==> src/rtl/inverse_lifting_recon_if.sv <==
// Coefficient-pair input stream and reconstructed-sample output stream
// for the inverse 5/3 lifting stage.
interface inverse_lifting_recon_if #(
    parameter int W = 32
) ();
    logic         in_valid;
    logic         in_ready;
    logic [W-1:0] in_s;
    logic [W-1:0] in_d;
    logic         in_first;
    logic         in_last;
    logic         out_valid;
    logic         out_ready;
    logic [W-1:0] out_data;
    logic         out_first;
    logic         out_last;

    modport slave (
        input  in_valid, in_s, in_d, in_first, in_last, out_ready,
        output in_ready, out_valid, out_data, out_first, out_last
    );

    modport master (
        output in_valid, in_s, in_d, in_first, in_last, out_ready,
        input  in_ready, out_valid, out_data, out_first, out_last
    );
endinterface

==> src/rtl/inverse_lifting_recon.sv <==
// Inverse LeGall 5/3 integer lifting: rebuilds x[2n], x[2n+1] from (s[n], d[n])
// pairs with symmetric extension at both frame edges.
module inverse_lifting_recon #(
    parameter int W = 32
) (
    input  logic                    clk,
    input  logic                    rst,
    inverse_lifting_recon_if.slave  bus
);
    typedef enum logic [1:0] {EMPTY, HOLD, EMIT_E, EMIT_O} state_t;

    localparam logic signed [W+1:0] ROUND_TWO = (W+2)'(2);

    state_t       state_reg, state_next;
    logic [W-1:0] e_pend_reg, e_pend_next;
    logic [W-1:0] d_pend_reg, d_pend_next;
    logic [W-1:0] e_new_reg, e_new_next;
    logic [W-1:0] d_new_reg, d_new_next;
    logic [W-1:0] o_pend_reg, o_pend_next;
    logic         first_f_reg, first_f_next;
    logic         final_f_reg, final_f_next;
    logic         last_new_reg, last_new_next;

    logic                accept, emit;
    logic signed [W+1:0] d_prev_x, even_sum, e_full, odd_sum, o_full;
    logic [W-1:0]        e_in, o_in;
    logic                unused_first;

    function automatic logic signed [W+1:0] sx(input logic [W-1:0] v);
        return {{2{v[W-1]}}, v};
    endfunction

    // Frame start is implied by accepting in EMPTY, so the marker carries no extra information.
    assign unused_first = bus.in_first;

    assign bus.in_ready = !rst && ((state_reg == EMPTY) || (state_reg == HOLD));
    assign accept       = bus.in_valid && bus.in_ready;
    assign emit         = bus.out_valid && bus.out_ready;

    // Pair 0 mirrors d[-1] = d[0]; afterwards d[n-1] comes from the pending pair.
    assign d_prev_x = (state_reg == EMPTY) ? sx(bus.in_d) : sx(d_pend_reg);
    assign even_sum = d_prev_x + sx(bus.in_d) + ROUND_TWO;
    assign e_full   = sx(bus.in_s) - (even_sum >>> 2);
    assign e_in     = e_full[W-1:0];
    assign odd_sum  = sx(e_pend_reg) + sx(e_in);
    assign o_full   = sx(d_pend_reg) + (odd_sum >>> 1);
    assign o_in     = o_full[W-1:0];

    always_comb begin
        state_next    = state_reg;
        e_pend_next   = e_pend_reg;
        d_pend_next   = d_pend_reg;
        e_new_next    = e_new_reg;
        d_new_next    = d_new_reg;
        o_pend_next   = o_pend_reg;
        first_f_next  = first_f_reg;
        final_f_next  = final_f_reg;
        last_new_next = last_new_reg;
        case (state_reg)
            EMPTY: begin
                if (accept) begin
                    e_pend_next   = e_in;
                    d_pend_next   = bus.in_d;
                    first_f_next  = 1'b1;
                    last_new_next = 1'b0;
                    if (bus.in_last) begin
                        // Right-edge mirror e[N] = e[N-1] collapses the odd step to d + e.
                        o_pend_next  = bus.in_d + e_in;
                        final_f_next = 1'b1;
                        state_next   = EMIT_E;
                    end else begin
                        state_next = HOLD;
                    end
                end
            end
            HOLD: begin
                if (accept) begin
                    e_new_next    = e_in;
                    d_new_next    = bus.in_d;
                    o_pend_next   = o_in;
                    last_new_next = bus.in_last;
                    state_next    = EMIT_E;
                end
            end
            EMIT_E: begin
                if (emit) begin
                    first_f_next = 1'b0;
                    state_next   = EMIT_O;
                end
            end
            EMIT_O: begin
                if (emit) begin
                    if (final_f_reg) begin
                        final_f_next = 1'b0;
                        state_next   = EMPTY;
                    end else begin
                        e_pend_next = e_new_reg;
                        d_pend_next = d_new_reg;
                        if (last_new_reg) begin
                            o_pend_next  = d_new_reg + e_new_reg;
                            final_f_next = 1'b1;
                            state_next   = EMIT_E;
                        end else begin
                            state_next = HOLD;
                        end
                    end
                end
            end
            default: state_next = EMPTY;
        endcase
    end

    always_ff @(posedge clk) begin
        if (rst) begin
            state_reg    <= EMPTY;
            e_pend_reg   <= '0;
            d_pend_reg   <= '0;
            e_new_reg    <= '0;
            d_new_reg    <= '0;
            o_pend_reg   <= '0;
            first_f_reg  <= 1'b0;
            final_f_reg  <= 1'b0;
            last_new_reg <= 1'b0;
        end else begin
            state_reg    <= state_next;
            e_pend_reg   <= e_pend_next;
            d_pend_reg   <= d_pend_next;
            e_new_reg    <= e_new_next;
            d_new_reg    <= d_new_next;
            o_pend_reg   <= o_pend_next;
            first_f_reg  <= first_f_next;
            final_f_reg  <= final_f_next;
            last_new_reg <= last_new_next;
        end
    end

    // Outputs are a pure mux of state and registers, so they cannot move under backpressure.
    assign bus.out_valid = (state_reg == EMIT_E) || (state_reg == EMIT_O);
    assign bus.out_data  = (state_reg == EMIT_E) ? e_pend_reg :
                           (state_reg == EMIT_O) ? o_pend_reg : '0;
    assign bus.out_first = (state_reg == EMIT_E) && first_f_reg;
    assign bus.out_last  = (state_reg == EMIT_O) && final_f_reg;
endmodule

==> src/flat_wrapper.sv <==
// flat-port wrapper written by rule: the top's interface ports become plain ports
module inverse_lifting_recon_flat 
#(
    parameter int W = 32
)
  (clk, rst, bus_in_valid, bus_in_s, bus_in_d, bus_in_first, bus_in_last, bus_out_ready, bus_in_ready, bus_out_valid, bus_out_data, bus_out_first, bus_out_last);
  inverse_lifting_recon_if #(.W(W)) bus_i ();
  input  logic clk;
  input  logic rst;
  input wire logic [$bits(bus_i.in_valid)-1:0] bus_in_valid;
  input wire logic [$bits(bus_i.in_s)-1:0] bus_in_s;
  input wire logic [$bits(bus_i.in_d)-1:0] bus_in_d;
  input wire logic [$bits(bus_i.in_first)-1:0] bus_in_first;
  input wire logic [$bits(bus_i.in_last)-1:0] bus_in_last;
  input wire logic [$bits(bus_i.out_ready)-1:0] bus_out_ready;
  output wire logic [$bits(bus_i.in_ready)-1:0] bus_in_ready;
  output wire logic [$bits(bus_i.out_valid)-1:0] bus_out_valid;
  output wire logic [$bits(bus_i.out_data)-1:0] bus_out_data;
  output wire logic [$bits(bus_i.out_first)-1:0] bus_out_first;
  output wire logic [$bits(bus_i.out_last)-1:0] bus_out_last;
  assign bus_i.in_valid = bus_in_valid;
  assign bus_i.in_s = bus_in_s;
  assign bus_i.in_d = bus_in_d;
  assign bus_i.in_first = bus_in_first;
  assign bus_i.in_last = bus_in_last;
  assign bus_i.out_ready = bus_out_ready;
  assign bus_in_ready = bus_i.in_ready;
  assign bus_out_valid = bus_i.out_valid;
  assign bus_out_data = bus_i.out_data;
  assign bus_out_first = bus_i.out_first;
  assign bus_out_last = bus_i.out_last;
  inverse_lifting_recon #(.W(W)) u_core (.clk(clk), .rst(rst), .bus(bus_i));
endmodule
==> config.mk <==
export PLATFORM = sky130hd
export DESIGN_NAME = inverse_lifting_recon_flat
export DESIGN_NICKNAME = d
export VERILOG_FILES = /design/src/rtl/inverse_lifting_recon_if.sv /design/src/rtl/inverse_lifting_recon.sv /design/src/flat_wrapper.sv
export SDC_FILE = /design/constraint.sdc
export NUM_CORES = 1
export LEC_CHECK = 0
export CAP_MARGIN = 40
export CORE_ASPECT_RATIO = 1.75
export CORE_MARGIN = 1
export CORE_UTILIZATION = 30
export CTS_BUF_LIST = sky130_fd_sc_hd__clkbuf_4 sky130_fd_sc_hd__clkbuf_8
export DETAILED_ROUTE_END_ITERATION = 10
export SLEW_MARGIN = 20
export SYNTH_ARGS = -nofsm -noshare
export SYNTH_HDL_FRONTEND = slang
export SYNTH_SLANG_ARGS = --single-unit
==> constraint.sdc <==
create_clock -name clk -period 12.7 [get_ports clk]
set_input_delay 2.54 -clock clk [delete_from_list [all_inputs] [get_ports clk]]
set_output_delay 2.54 -clock clk [all_outputs]
set_load 0.02 [all_outputs]
==> results.py, run 1 <==
metrics = {
    "synth": {
        "post_synth_main_area_contributors": "dfxtp_1, ha_1, a21oi_1",
        "area_share_of_the_largest_cell_type_after_synthesis_pct": 19.01,
        "netlist-cell-type-count": 70,
        "synth-edff-count": 0,
        "synth.largest_area_cell": "dfxtp_1",
        "synth.top_cells.by_count": "nand2_1, a21oi_1, ha_1",
        "postSynthNetCount": 2624,
        "synth_seq_area_share_pct": 19.01,
        "number_of_standard_cells_after_synthesis": 2327,
        "avgSynthCellArea_sq_um": 7.465,
        "syn_area_sq_um": 17370,
        "synth-seq-cells": 165,
        "synth_ff_type": "dfxtp_1",
        "synthesis.yosys.warnings": 0,
        "yosys.cell_count.top_type": "nand2_1",
        "postSynth.asyncResetShare_pct": 0,
    },
    "flow_run": {
        "drv.max_cap_violation_count": 0,
    },
    "worst_setup_path": {
        "worstPathBufferInverterCount": 4,
        "critPathKind": "input pin to register",
        "cp-start-kind": "input pin",
        "largest_fanout_on_the_critical_path": 6,
        "timing.critical_path.required_ps": 13130,
        "cp_slowest_cell": "clkdlybuf4s50_1",
        "slowest_delay_ps": 640,
        "critPathCaptureType": "register",
        "critPathMostFrequentCell": "a21oi_1",
        "arrival_ps": 12310,
        "cpLargestDelayFamily": "compound AO/OA/AOI/OAI gates",
    },
    "drt": {
        "drt-total-wl_microns": 67780,
        "detailroute.via_count": 17753,
        "route.detailed.wl_per_inst_microns": 21.37,
        "drt_pass1_iterations": 5,
        "via_count_normalized_by_instance_count": 5.599,
        "starting_drc_count_in_detailed_routing": 1068,
        "drcViolationCount": 0,
        "final_antenna_net_count": 0,
    },
    "min_path": {
        "timing.hold.worst.class": "register to register",
    },
    "floorplanning": {
        "ioPinCount": 106,
        "die-height_microns": 320.3,
        "die_width_microns": 183.9,
        "die_area_sq_um": 58910,
        "core_area_sq_um": 57180,
        "initial_core_util_pct": 30.38,
        "core.rowCount": 116,
    },
    "grt": {
        "grt_first_pass_wirelength_microns": 102300,
        "grt_start_max_net_pins": 78,
        "grt_total_ovfl": 0,
        "antenna_violations_before_repair": 2,
        "first_global_vias": 17459,
        "gr-usage-all-layers_pct": 22.92,
    },
    "timing": {
        "timing.clock.skew_ps": 24.50,
        "post-route-min-period_ps": 11890,
        "setup_slack_ps": 812.3,
        "max_freq_mhz": 84.12,
        "worst_pin_slew_ps": 920.6,
        "rsz0062_at_grt": "no",
        "timing.slew.headroom_pct": 37.82,
        "setup-violations-final": 0,
        "finalMaxSlewViolations": 0,
        "tns_ps": 0,
        "final.period_utilization_pct": 93.60,
        "final-hold-violation-count": 0,
    },
    "placed_design": {
        "gp_routability_congestion": 0.9966,
        "port_buffers": 104,
        "place.detailed.instances": 3137,
        "hpwlAfterDp_microns": 54070,
        "placement.setup.worst_slack_ps": 572.0,
    },
    "cts": {
        "cts_repair_resize_count": 0,
        "clkSinkCount": 165,
        "cts_root_buffer": "clkbuf_8",
        "tritoncts.num_buffers": 17,
        "cts_tree": "yes",
        "clock_tree.htree_level_count": 4,
        "cts-hold-fix-buffers": 0,
        "clkLatencyLatePin_ps": 510,
        "max_clock_buf_depth": 2,
        "cts_setup_buffers": 0,
        "clkTransAtPathRegs_ps": 100,
    },
    "power_and_ir_drop": {
        "max-vdd-ir-drop_v": 0.0001179,
        "power_per_cell_area_nw_per_um2": 260.7,
        "comb_power_share_pct": 79.8,
        "power.sequential.fraction_pct": 12.0,
        "power.net_switching_uw": 2799,
        "proportion_of_power_drawn_by_the_clock_network_pct": 8.2,
        "power_switching_share_pct": 54.07,
        "power_report.internal_total_uw": 2378,
        "static-leakage-power_uw": 0.008425,
    },
    "final_layout": {
        "layout-drive-gt1-share_pct": 5.077,
        "fin_nets": 2687,
        "area_growth_pct": 14.30,
        "final-instance-count-excl-fill": 3171,
    },
    "status": {
        "run_status": "complete, no violations",
    },
}
-- per-stage QoR --
step                area [sq um]  power, uW  utilization (%)  hold slack [ps]
CTS                        19830       5144            34.68            457.0
global placement           19290       4644            33.73            439.3
global route               19860       5562            34.72            478.3
floorplan                  17370       3503                -            431.5
detailed placement         19420       4694            33.96            443.0
finish                     19860       5176            34.72            458.3
-- cells by family (layout without fill, tap and decap cells) --
logic type,Yosys count,in the layout,synth area share (%)
other,0,1,0
flip-flops,165,165,19.01
multiplexers,71,71,4.314
buffers and inverters,172,248,3.717
AO/OA/AOI/OAI,749,749,28.17
adder cells (fa/ha/maj),227,227,16.61
XOR/XNOR,154,154,7.764
AND/OR/NAND/NOR,789,789,20.41
-- layer usage --
layer	up-vias	share of wire, %	global-route usage [%]
met1	8388	37	23.40
met2	583	52	42.67
met5	-	0.049	0
met4	2	8.0	17.00
li1	8587	-	-
met3	193	3.5	2.157
-- tightest hold or removal path: cells and delay by family (launching register included) --
family	cells	cell delay, ps
and+or+nand+nor	1	50
DFF	1	320
AOI/OAI and AO/OA	1	50
-- final timing paths --
path	from	to	slack, ps	cells past startpoint
setup / recovery	bus_in_d[1]	u_core.o_pend_reg[27]	810	41
hold / removal	u_core.o_pend_reg[2]	u_core.o_pend_reg[2]	460	2
setup reg to reg	u_core.state_reg[0]	u_core.o_pend_reg[27]	2110	39
hold reg to reg	u_core.o_pend_reg[2]	u_core.o_pend_reg[2]	460	2
-- area by class of cell --
| cell class | count | area [sq um] |
|---|---|---|
| multi-input combinational | 1990 | 13470 |
| antenna | 1 | 2.502 |
| inverter | 73 | 274.0 |
| fill | 6133 | 37330 |
| tap | 767 | 959.7 |
| timing repair buffer | 143 | 1429 |
| clock buffer | 18 | 241.5 |
| clock inverter | 14 | 171.4 |
| sequential | 165 | 3311 |
-- layout by cell type (no fill, tap or decap), types with 20 or more instances in the layout --
cell	instances
o21bai_1	24
xnor2_1	92
nand4_1	20
xor2_1	62
o21a_1	32
a21o_1	94
nand3_1	37
a311oi_1	57
mux2i_1	40
nand2b_1	37
clkdlybuf4s50_1	103
a21oi_1	253
a211oi_1	41
inv_1	73
dfxtp_1	163
o211ai_1	22
nor2b_1	63
nor3_1	33
o21ai_0	94
mux2_2	31
nand2_1	335
buf_4	34
nor2_1	193
ha_1	221
-- power by group through the flow --
stage / combinational (uW) / sequential, uW / clock, uW
2_1_floorplan: 2900 / 601 / 0
3_3_place_gp: 4010 / 631 / 0
3_5_place_dp: 4060 / 632 / 0
4_1_cts: 4090 / 620 / 430
5_1_grt: 4490 / 625 / 448
6_report: 4130 / 622 / 423
Power figures use the tool's default switching activity.
==> inputs of run 2 (changes only) <==
Settings changed: GPL_ROUTABILITY_DRIVEN set to 0.
==> run 2 against run 1 <==
Hold slack better by 0.88 ps. Die area is the same. Final area barely moved. Non-clock buffer count decreased by 4. Global-route usage down 0.56 points. Count of clock-buffer cells in the layout is 3 higher. Largest cell class unchanged. Largest power group unchanged.
==> results.py, run 2 (synthesis gave the netlist of run 1 again) <==
metrics = {
    "status": {
        "run_status": "complete, no violations",
    },
    "worst_setup_path": {
        "setup.worst_path.end": "u_core.o_pend_reg[31]",
        "largest_fanout_on_the_critical_path": 6,
        "regToRegStartpoint": "u_core.state_reg[0]",
        "critPathMostFrequentCell": "nand2_1",
        "critPathKind": "input pin to register",
        "timing.critical_path.required_ps": 13130,
        "arrival_ps": 12180,
        "cp_slowest_cell": "o211ai_1",
        "cp-start-kind": "input pin",
        "critPathCaptureType": "register",
        "cp.depth": 38,
        "worstPathBufferInverterCount": 1,
        "r2r_end": "u_core.o_pend_reg[31]",
        "rrSetupSlack_ps": 2280,
        "cpLargestDelayFamily": "compound AO/OA/AOI/OAI gates",
        "cp-startpoint": "bus_in_d[1]",
        "slowest_delay_ps": 630,
        "r2r_cells": 36,
    },
    "timing": {
        "worst_pin_slew_ps": 908.5,
        "setup_slack_ps": 950.1,
        "tns_ps": 0,
        "final.period_utilization_pct": 92.52,
        "rsz0062_at_grt": "no",
        "timing.clock.skew_ps": 13.61,
        "setup-violations-final": 0,
        "post-route-min-period_ps": 11750,
        "final-hold-violation-count": 0,
        "finalMaxSlewViolations": 0,
        "timing.slew.headroom_pct": 38.92,
        "max_freq_mhz": 85.11,
    },
    "cts": {
        "tritoncts.num_buffers": 17,
        "cts_repair_resize_count": 0,
        "clock_tree.htree_level_count": 4,
        "cts_tree": "yes",
        "clkTransAtPathRegs_ps": 90,
        "clkLatencyLatePin_ps": 520,
        "clkSinkCount": 165,
        "cts_setup_buffers": 0,
        "cts-hold-fix-buffers": 0,
        "cts_root_buffer": "clkbuf_8",
        "max_clock_buf_depth": 2,
    },
    "placed_design": {
        "placement.setup.worst_slack_ps": 542.6,
        "port_buffers": 104,
        "hpwlAfterDp_microns": 52140,
    },
    "power_and_ir_drop": {
        "proportion_of_power_drawn_by_the_clock_network_pct": 9.0,
        "power.sequential.fraction_pct": 11.9,
        "power_switching_share_pct": 53.38,
        "p_total_uw": 5206,
        "comb_power_share_pct": 79.0,
        "power_per_cell_area_nw_per_um2": 262.4,
        "static-leakage-power_uw": 0.008426,
        "power.net_switching_uw": 2779,
        "max-vdd-ir-drop_v": 0.0001109,
        "power_report.internal_total_uw": 2427,
    },
    "drt": {
        "starting_drc_count_in_detailed_routing": 1196,
        "drt-total-wl_microns": 66070,
        "final_antenna_net_count": 0,
        "via_count_normalized_by_instance_count": 5.669,
        "route.detailed.wl_per_inst_microns": 20.87,
        "drcViolationCount": 0,
        "detailroute.via_count": 17948,
        "drt_pass1_iterations": 5,
    },
    "floorplanning": {
        "ioPinCount": 106,
        "die_width_microns": 183.9,
        "initial_core_util_pct": 30.38,
        "die_area_sq_um": 58910,
        "core_area_sq_um": 57180,
        "core.rowCount": 116,
        "die-height_microns": 320.3,
    },
    "grt": {
        "first_global_vias": 17581,
        "grt_start_max_net_pins": 75,
        "antenna_violations_before_repair": 1,
        "gr-usage-all-layers_pct": 22.36,
        "grt_total_ovfl": 0,
        "grt_first_pass_wirelength_microns": 100700,
    },
    "final_layout": {
        "layout.core_utilization_pct": 34.69,
        "n_fill_cell": 6066,
        "area_growth_pct": 14.19,
        "fin_nets": 2683,
        "mostFrequentLayoutCell": "nand2_1",
        "final_cell_mix": "nand2_1, a21oi_1, ha_1",
        "layout-drive-gt1-share_pct": 4.921,
    },
    "flow_run": {
        "drv.max_cap_violation_count": 0,
    },
    "min_path": {
        "holdCritStartpoint": "u_core.o_pend_reg[0]",
        "timing.hold.worst.class": "register to register",
        "min_delay_path_depth": 2,
    },
}
## run 2: area by class of cell
class / instances / area [sq um] / share of cell area, %
inverters: 73 / 274.0 / 1.381
diodes: 1 / 2.502 / 0.01262
clock inverters: 10 / 195.2 / 0.9840
repair buffers: 139 / 1356 / 6.837
flip-flops and latches: 165 / 3311 / 16.69
multi-input cells: 1990 / 13470 / 67.89
well taps: 767 / 959.7 / 4.838
clock buffers: 21 / 270.3 / 1.362
## run 2: through the flow
step | hold WS [ps] | cell area, sq um | instances
after floorplan | 431.5 | 17370 | 2327
after global placement | 438.9 | 19270 | 3128
after global routing | 478.4 | 19840 | 3166
after detailed placement | 446.9 | 19340 | 3132
after CTS | 459.0 | 19800 | 3163
final | 459.2 | 19840 | 3166
## run 2: worst min path at each step
stage                             to  slack (ps)
2_1_floorplan  u_core.o_pend_reg[27]         430
3_5_place_dp    u_core.o_pend_reg[9]         450
6_report        u_core.o_pend_reg[0]         460
4_1_cts         u_core.o_pend_reg[9]         460
5_1_grt         u_core.o_pend_reg[2]         480
3_3_place_gp    u_core.o_pend_reg[2]         440
## run 2: power by group through the flow
stage / logic [uW] / clock network (uW) / registers [uW]
6_report: 4110 / 470 / 621
5_1_grt: 4470 / 492 / 625
4_1_cts: 4050 / 476 / 619
3_5_place_dp: 4020 / 0 / 631
3_3_place_gp: 3950 / 0 / 630
2_1_floorplan: 2900 / 0 / 601
## run 2: worst min-delay path: cells and delay by family, from the launching register on
family / cells / cell delay [ps]
and+or+nand+nor: 1 / 50
AOI/OAI and AO/OA: 1 / 50
DFF: 1 / 320
## run 2: routing by layer
| metal | part of all wire [%] | up-vias | GRT usage [%] |
|---|---|---|---|
| li1 | - | 8565 | - |
| met2 | 50 | 682 | 40.67 |
| met1 | 35 | 8443 | 22.24 |
| met3 | 4.5 | 258 | 2.657 |
| met5 | 0 | - | 0 |
| met4 | 9.8 | 0 | 19.37 |
